[config.mk]
export PLATFORM = sky130hd
export DESIGN_NAME = fetch_mem_sequencer_flat
export DESIGN_NICKNAME = d
export VERILOG_FILES = /design/src/rtl/fetch_mem_sequencer_pkg.sv /design/src/rtl/fetch_mem_sequencer_if.sv /design/src/rtl/fetch_mem_sequencer_watchdog.sv /design/src/rtl/fetch_mem_sequencer.sv /design/src/flat_wrapper.sv
export SDC_FILE = /design/constraint.sdc
export NUM_CORES = 1
export LEC_CHECK = 0
export BUFFER_PORTS_ARGS = -buffer_cell sky130_fd_sc_hd__buf_2
export CAP_MARGIN = 15
export CORE_MARGIN = 2
export CORE_UTILIZATION = 42
export DETAILED_ROUTE_END_ITERATION = 16
export PLACE_DENSITY = 0.8
export SETUP_SLACK_MARGIN = 0.4
export SYNTH_ARGS = -nofsm -noshare
export SYNTH_HDL_FRONTEND = slang
export SYNTH_SLANG_ARGS = --single-unit
[constraint.sdc]
create_clock -name clk -period 2.45 [get_ports clk]
set_input_delay 0.3675 -clock clk [delete_from_list [all_inputs] [get_ports clk]]
set_output_delay 0.3675 -clock clk [all_outputs]
set_load 0.02 [all_outputs]
[src/rtl/fetch_mem_sequencer_pkg.sv]
// Shared types and defaults for the instruction-fetch memory sequencer.
package fetch_seq_pkg;

  typedef enum logic [1:0] {
    ST_IDLE,
    ST_REQ,
    ST_DISCARD,
    ST_VALID
  } fetch_seq_state_t;

  localparam int FETCH_SEQ_TIMEOUT_DEFAULT = 255;

  function automatic logic [31:0] word_align(input logic [31:0] a);
    return {a[31:2], 2'b00};
  endfunction

endpackage

[src/rtl/fetch_mem_sequencer_if.sv]
// Instruction-side generic bus: single outstanding read, busy-stretched.
interface fetch_mem_sequencer_if;
  logic        ren;
  logic [31:0] addr;
  logic [31:0] rdata;
  logic        busy;

  modport master (output ren, output addr, input rdata, input busy);
  modport slave  (input ren, input addr, output rdata, output busy);
endinterface

[src/rtl/fetch_mem_sequencer_watchdog.sv]
// Saturating bus-wait counter with a sticky fault flag for hung reads.
module fetch_watchdog
  import fetch_seq_pkg::*;
#(
  parameter int TIMEOUT = FETCH_SEQ_TIMEOUT_DEFAULT
) (
  input  logic clk,
  input  logic rst,
  input  logic count_en,
  input  logic clear,
  input  logic fault_clr,
  output logic fault
);

  localparam int CNT_W = $clog2(TIMEOUT + 1);
  localparam logic [CNT_W-1:0] CNT_MAX = CNT_W'(TIMEOUT);

  logic [CNT_W-1:0] count;

  always_ff @(posedge clk or posedge rst) begin
    if (rst) begin
      count <= '0;
    end else if (clear) begin
      count <= '0;
    end else if (count_en && (count != CNT_MAX)) begin
      count <= count + 1'b1;
    end
  end

  // Fault rises on the wait cycle that brings the count to TIMEOUT.
  always_ff @(posedge clk or posedge rst) begin
    if (rst) begin
      fault <= 1'b0;
    end else if (fault_clr) begin
      fault <= 1'b0;
    end else if (count_en && (count >= CNT_MAX - 1'b1)) begin
      fault <= 1'b1;
    end
  end

endmodule

[src/rtl/fetch_mem_sequencer.sv]
// Drives one outstanding instruction read at a time and hands each word to the fetch buffer.
module fetch_mem_sequencer
  import fetch_seq_pkg::*;
#(
  parameter int TIMEOUT = FETCH_SEQ_TIMEOUT_DEFAULT
) (
  input  logic                         clk,
  input  logic                         rst,
  input  logic                         fetch_en,
  input  logic [31:0]                  imem_pc,
  input  logic                         redirect,
  input  logic                         fetch_stall,
  output logic [31:0]                  inst,
  output logic                         inst_arrived,
  output logic                         fetch_fault,
  fetch_mem_sequencer_if.master        bus
);

  fetch_seq_state_t state, state_nxt;
  logic             req_entry;
  logic [31:0]      addr_q;

  always_ff @(posedge clk or posedge rst) begin
    if (rst) state <= ST_IDLE;
    else     state <= state_nxt;
  end

  always_comb begin
    state_nxt = state;
    unique case (state)
      ST_IDLE: begin
        if (fetch_en && !redirect) state_nxt = ST_REQ;
      end
      ST_REQ: begin
        if (!bus.busy)     state_nxt = redirect ? ST_IDLE : ST_VALID;
        else if (redirect) state_nxt = ST_DISCARD;
      end
      ST_DISCARD: begin
        if (!bus.busy) state_nxt = ST_IDLE;
      end
      ST_VALID: begin
        if (redirect)         state_nxt = ST_IDLE;
        else if (fetch_stall) state_nxt = ST_VALID;
        else if (fetch_en)    state_nxt = ST_REQ;
        else                  state_nxt = ST_IDLE;
      end
      default: state_nxt = ST_IDLE;
    endcase
  end

  // The fetch buffer advances imem_pc on the same edge that enters REQ, so the
  // address is taken from imem_pc during the entry cycle and held from then on.
  always_ff @(posedge clk or posedge rst) begin
    if (rst) begin
      req_entry <= 1'b0;
      addr_q    <= '0;
      inst      <= '0;
    end else begin
      req_entry <= (state_nxt == ST_REQ) && (state != ST_REQ);
      if (req_entry) addr_q <= word_align(imem_pc);
      if ((state == ST_REQ) && !bus.busy) inst <= bus.rdata;
    end
  end

  assign bus.ren      = (state == ST_REQ) || (state == ST_DISCARD);
  assign bus.addr     = req_entry ? word_align(imem_pc) : addr_q;
  assign inst_arrived = (state == ST_VALID) && !fetch_stall && !redirect;

  fetch_watchdog #(
    .TIMEOUT (TIMEOUT)
  ) u_watchdog (
    .clk       (clk),
    .rst       (rst),
    .count_en  (bus.ren && bus.busy),
    .clear     (bus.ren && !bus.busy),
    .fault_clr (redirect),
    .fault     (fetch_fault)
  );

endmodule

[src/flat_wrapper.sv]
// flat-port wrapper written by rule: the top's interface ports become plain ports
module fetch_mem_sequencer_flat import fetch_seq_pkg::*;
#(
  parameter int TIMEOUT = FETCH_SEQ_TIMEOUT_DEFAULT
)
  (clk, rst, fetch_en, imem_pc, redirect, fetch_stall, inst, inst_arrived, fetch_fault, bus_ren, bus_addr, bus_rdata, bus_busy);
  fetch_mem_sequencer_if bus_i ();
  input  logic clk;
  input  logic rst;
  input  logic fetch_en;
  input  logic [31:0] imem_pc;
  input  logic redirect;
  input  logic fetch_stall;
  output logic [31:0] inst;
  output logic inst_arrived;
  output logic fetch_fault;
  output wire logic [$bits(bus_i.ren)-1:0] bus_ren;
  output wire logic [$bits(bus_i.addr)-1:0] bus_addr;
  input wire logic [$bits(bus_i.rdata)-1:0] bus_rdata;
  input wire logic [$bits(bus_i.busy)-1:0] bus_busy;
  assign bus_ren = bus_i.ren;
  assign bus_addr = bus_i.addr;
  assign bus_i.rdata = bus_rdata;
  assign bus_i.busy = bus_busy;
  fetch_mem_sequencer #(.TIMEOUT(TIMEOUT)) u_core (.clk(clk), .rst(rst), .fetch_en(fetch_en), .imem_pc(imem_pc), .redirect(redirect), .fetch_stall(fetch_stall), .inst(inst), .inst_arrived(inst_arrived), .fetch_fault(fetch_fault), .bus(bus_i));
endmodule
Word-level counts from Yosys, hierarchy flattened
Index checks and enable logic that the tools add are counted.
- add/subtract/negate cells: 1
- magnitude comparators: 1
- equal/unequal tests: 6
- mux-type cells: 14
- reduce and logical (&&, ||, !) cells: 16
- operator list (kind ; count):
    $mux W32 ; 1
    $mux W8 ; 2
    $mux W2 ; 7
    $logic_and A1 B1 Y1 ; 9
    $add A8 B1 Y8 const B ; 1
    $ge A8 B8 Y1 const B ; 1
    $ne A8 B8 Y1 const B ; 1
    $pmux W2 S4 ; 1
    $eq A2 B1 Y1 const B ; 2
    $eq A2 B2 Y1 const B ; 2
    $reduce_bool A2 Y1 ; 2
    $logic_not A1 Y1 ; 3
    $mux W1 ; 3
    $logic_not A2 Y1 ; 1
    $ne A2 B1 Y1 const B ; 1
    $logic_or A1 B1 Y1 ; 1
- register bits: 76
- input port bits: 70
- output and inout port bits: 67
- logic and storage cells: 44

Longest topological paths before layout
- word-level depth: 6
- depth in mapped cells: 7
- mapped depth without buffers: 6

Cells and area by module
Synthesis repeated with hierarchy kept, for this count alone.
- cells, all modules: 220
- area total of the unflattened synthesis: 3158.0 sq um
- modules (own cells, without submodules) (module ; instances ; cells an instance ; area each (sq um) ; sequential area each (sq um)):
    fetch_mem_sequencer ; 1 ; 168 ; 2638.8 ; 1676.6
    fetch_watchdog ; 1 ; 52 ; 519.2 ; 225.2

Worst setup path before layout
No wires, ideal clock.
- path kind: flip-flop to flip-flop
- from: register u_core.state[0]
- to: register u_core.u_watchdog.count[7]
- library setup time: 0.136 ns
- arrival: 1.539 ns
- data required time: 2.314 ns
- setup slack: 0.776 ns
- cell stages (with the launch flop): 7
- path buffers: 0
- clock period less this slack: 1.674 ns
- cell sequence: dfrtp_1 -> inv_1 -> ha_1 -> nand2_1 -> o21bai_4 -> o311ai_1 -> o41ai_1
- longest elaborated chain between the ends: 5
- elaborated cells on any way between the ends: 8
- classes of those cells: eq/ne: 2; mux: 1; reduce/logical: 5
- ends and longest elaborated chain (item ; line ; text):
    start: declaration ; fetch_mem_sequencer.sv:19 ; fetch_seq_state_t state, state_nxt;
    start signal: assignment ; fetch_mem_sequencer.sv:25 ; else state <= state_nxt;
    $eq A2 B1 Y1 or $eq A2 B2 Y1 (tied branches) ; fetch_mem_sequencer.sv:65 ; assign bus.ren = (state == ST_REQ) || (state == ST_DISCARD);
    $logic_or A1 B1 Y1 (*) ; fetch_mem_sequencer.sv:65 ;
    via bus_ren ; flat_wrapper.sv:17 ; output wire logic [$bits(bus_i.ren)-1:0] bus_ren;
    $logic_and A1 B1 Y1 ; fetch_mem_sequencer.sv:74 ; .count_en (bus.ren && bus.busy),
    $logic_and A1 B1 Y1 ; fetch_mem_sequencer_watchdog.sv:25 ; end else if (count_en && (count != CNT_MAX)) begin
    $reduce_bool A2 Y1 (no source line) ; - ;
    end signal: assignment ; fetch_mem_sequencer_watchdog.sv:26 ; count <= count + 1'b1;
    end: declaration ; fetch_mem_sequencer_watchdog.sv:18 ; logic [CNT_W-1:0] count;
The timed path passes the listed nets; every way through them passes the cells marked *.
A chain may end at the register's enable or synchronous reset.

Final worst setup path
- from: register u_core.req_entry
- to: output bus_addr[26]
- longest elaborated chain between the ends: 1
- ends and longest elaborated chain (item ; line ; text):
    start: declaration ; fetch_mem_sequencer.sv:20 ; logic req_entry;
    start signal: assignment ; fetch_mem_sequencer.sv:59 ; req_entry <= (state_nxt == ST_REQ) && (state != ST_REQ);
    $mux W32 ; fetch_mem_sequencer.sv:66 ; assign bus.addr = req_entry ? word_align(imem_pc) : addr_q;
    end: declaration ; flat_wrapper.sv:18 ; output wire logic [$bits(bus_i.addr)-1:0] bus_addr;
Every way passes these cells.

==> results.cfg <==
[critical_path]
rr_worst_depth = 5
critPathRequiredTime_ps = 2080
cp-start-kind = flip-flop
end_kind = primary output
cp_max_fo = 32
r2r_setup_slack_ps = 670
crit_type = reg2out
critPathArrivalTime_ps = 1560

[run_status]
status = finished, final reports clean

[route]
num_vias = 2193
finalWirelength_um = 5930
drt_iter0_drc = 32
drt_pass1_iterations = 4
vias_per_cell = 4.80
wl_per_cell_um = 13.0
drc = 0
ant_nets = 0

[cts]
path_clk_slew_ps = 80
cts_max_level = 3
cts_buffer_depth = 2
cts_tree = done
cts_hold_buf = 0
clk_root_buffer_cell = clkbuf_8
post_cts_buffers = 0
insertion_delay_ps = 330
clock_sinks = 76
cts_buffers = 9
cts_resized = 0

[floorplan]
core_sq_um = 7250
rows = 31
die_x_um = 90.4
die_h_um = 90.4
dieArea_sq_um = 8170
start_util_pct = 43.2
num_io_pins = 137

[power]
p_per_area_nw_per_um2 = 1340
ir_drop_uv = 500
p_leak_nw = 2.01

[placed_design]
post-dp-hpwl_um = 4540
gp_congestion = 0.824
io_buffers = 134
dp_cells = 441
dpl-instance-area_sq_um = 3900

[layout]
multi_input_area_sq_um = 1130
seqCellArea_sq_um = 1900
areaGrowthSynthToFinish_pct = 31.4
stdcell_count = 457
final_util_pct = 56.8
diodes = 0
final_area_sq_um = 4120
fillers = 644
drive_above_1_share_pct = 50.8
num-nets-final = 429

[sta]
min_period_ps = 1930
fin_crit_sh_pct = 78.7
slew_headroom_pct = 54.2
fin_worst_skew_ps = 9.95
slew_violations = 0
worst_pin_slew_ps = 685
grt_setup_unrepaired = no
setup_violations = 0
hold_viol = 0
setup_tns_ps = 0
fmax_mhz = 518

[grt]
grt.total_usage_pct = 15.3
antenna_found_initial = 0
grt_max_degree = 38
grt_pass1_vias = 2318
grt.overflow.total = 0
grt_pass1_wl_um = 10100

[synth]
ys_top_cells_by_area = dfrtp_1, mux2_1, mux2_2, ha_1, buf_6
yosys-top-cells-count = dfrtp_1, mux2_1, mux2_2
ys_ff_latch = 76
syn_nets = 290
synth_cell_types = 35
yosys_most_used_dff = dfrtp_1
synth_async_sr_flop_share_pct = 100
ys_seq_area_share_pct = 60.7
synth_edf_count = 0
synth_top_cell_area_share_pct = 60.7
yosysTopAreaCell = dfrtp_1
syn-cell-area_sq_um = 3140
yosysMostFrequentCell = dfrtp_1
syn_area_per_cell_sq_um = 14.7
yosys_warnings = 0
synthCells = 214

[hold_path]
timing.hold.worst.class = in2async

[run]
maxCapViolCount = 0
==> stage by stage <==
stage	setup slack (ps)	total power, mW	hold WS (ps)
2_1_floorplan	776	3.80	434
3_3_place_gp	711	4.49	458
3_5_place_dp	659	4.58	465
4_1_cts	478	5.61	138
5_1_grt	413	5.88	168
6_report	521	5.51	127
==> worst max-delay path: stages, from the launching register on <==
cell     delay [ps]
dfrtp_1         320
buf_4           340
mux2_1          390
buf_2           170
==> registers in the layout, summed over array words and instances (netlist names) <==
signal,flops
u_core.req_entry,1
u_core.addr_q,32
u_core.u_watchdog.fault,1
u_core.inst,32
u_core.state,2
u_core.u_watchdog.count,8
==> logic make-up (layout without fill, tap and decap cells) <==
family,count (synthesis),after routing,share of synthesized area [%]
adder cells (fa/ha/maj),6,6,2.39
multiplexers,62,62,22.3
XOR/XNOR,1,1,0.279
buffers and inverters,18,162,3.39
AND/OR/NAND/NOR,31,31,5.47
flip-flops,76,76,60.7
AO/OA/AOI/OAI,20,20,5.55
==> power by group <==
part	total, mW	internal (mW)	switching [mW]
combinational	2.47	0.989	1.49
clock	1.01	0.574	0.436
sequential	2.03	1.82	0.213
==> path summary, 6_finish.rpt <==
path / from / endpoint
worst max-delay path: u_core.req_entry / bus_addr[26]
worst min-delay path: rst / u_core.addr_q[16]
worst max register to register: u_core.state[1] / u_core.inst[4]
worst min register to register: u_core.inst[2] / u_core.inst[2]
max in group asynchronous: rst / u_core.inst[6]
min in group clk: bus_rdata[30] / u_core.inst[30]
==> metal layers <==
metal / global-route usage, % / share of wire [%] / up-vias
met5: 0 / 0 / -
met4: 5.77 / 1.3 / 0
met3: 3.59 / 5.5 / 8
met2: 28.9 / 54 / 76
met1: 16.6 / 40 / 1066
li1: - / - / 1043
==> layout make-up <==
cell class | instances | area share (%)
Sequential cell | 76 | 46.2
Multi-Input combinational cell | 120 | 27.4
Timing Repair Buffer | 138 | 17.3
Clock buffer | 10 | 3.10
Tap cell | 99 | 3.01
Clock inverter | 6 | 2.16
Inverter | 8 | 0.820
==> placed cells by master (no fill, tap or decap), drive strengths merged <==
cell type    n
o32ai        1
o31ai        4
nor2b        4
nor3b        1
inv          7
nand2        6
o21bai       1
clkbuf      10
dfrtp       76
nor2         4
a2bb2oi      2
buf        138
o41ai        1
nor3         2
and2         1
nand3        6
ha           6
or3          1
bufinv       2
a22oi        1
clkinv       2
nand2b       3
a31oi        1
nand4        1
o211ai       4
o32a         1
o21ai        3
clkinvlp     3
and3         2
o311ai       1
mux2        62
xnor2        1
Power figures use the tool's default switching activity.
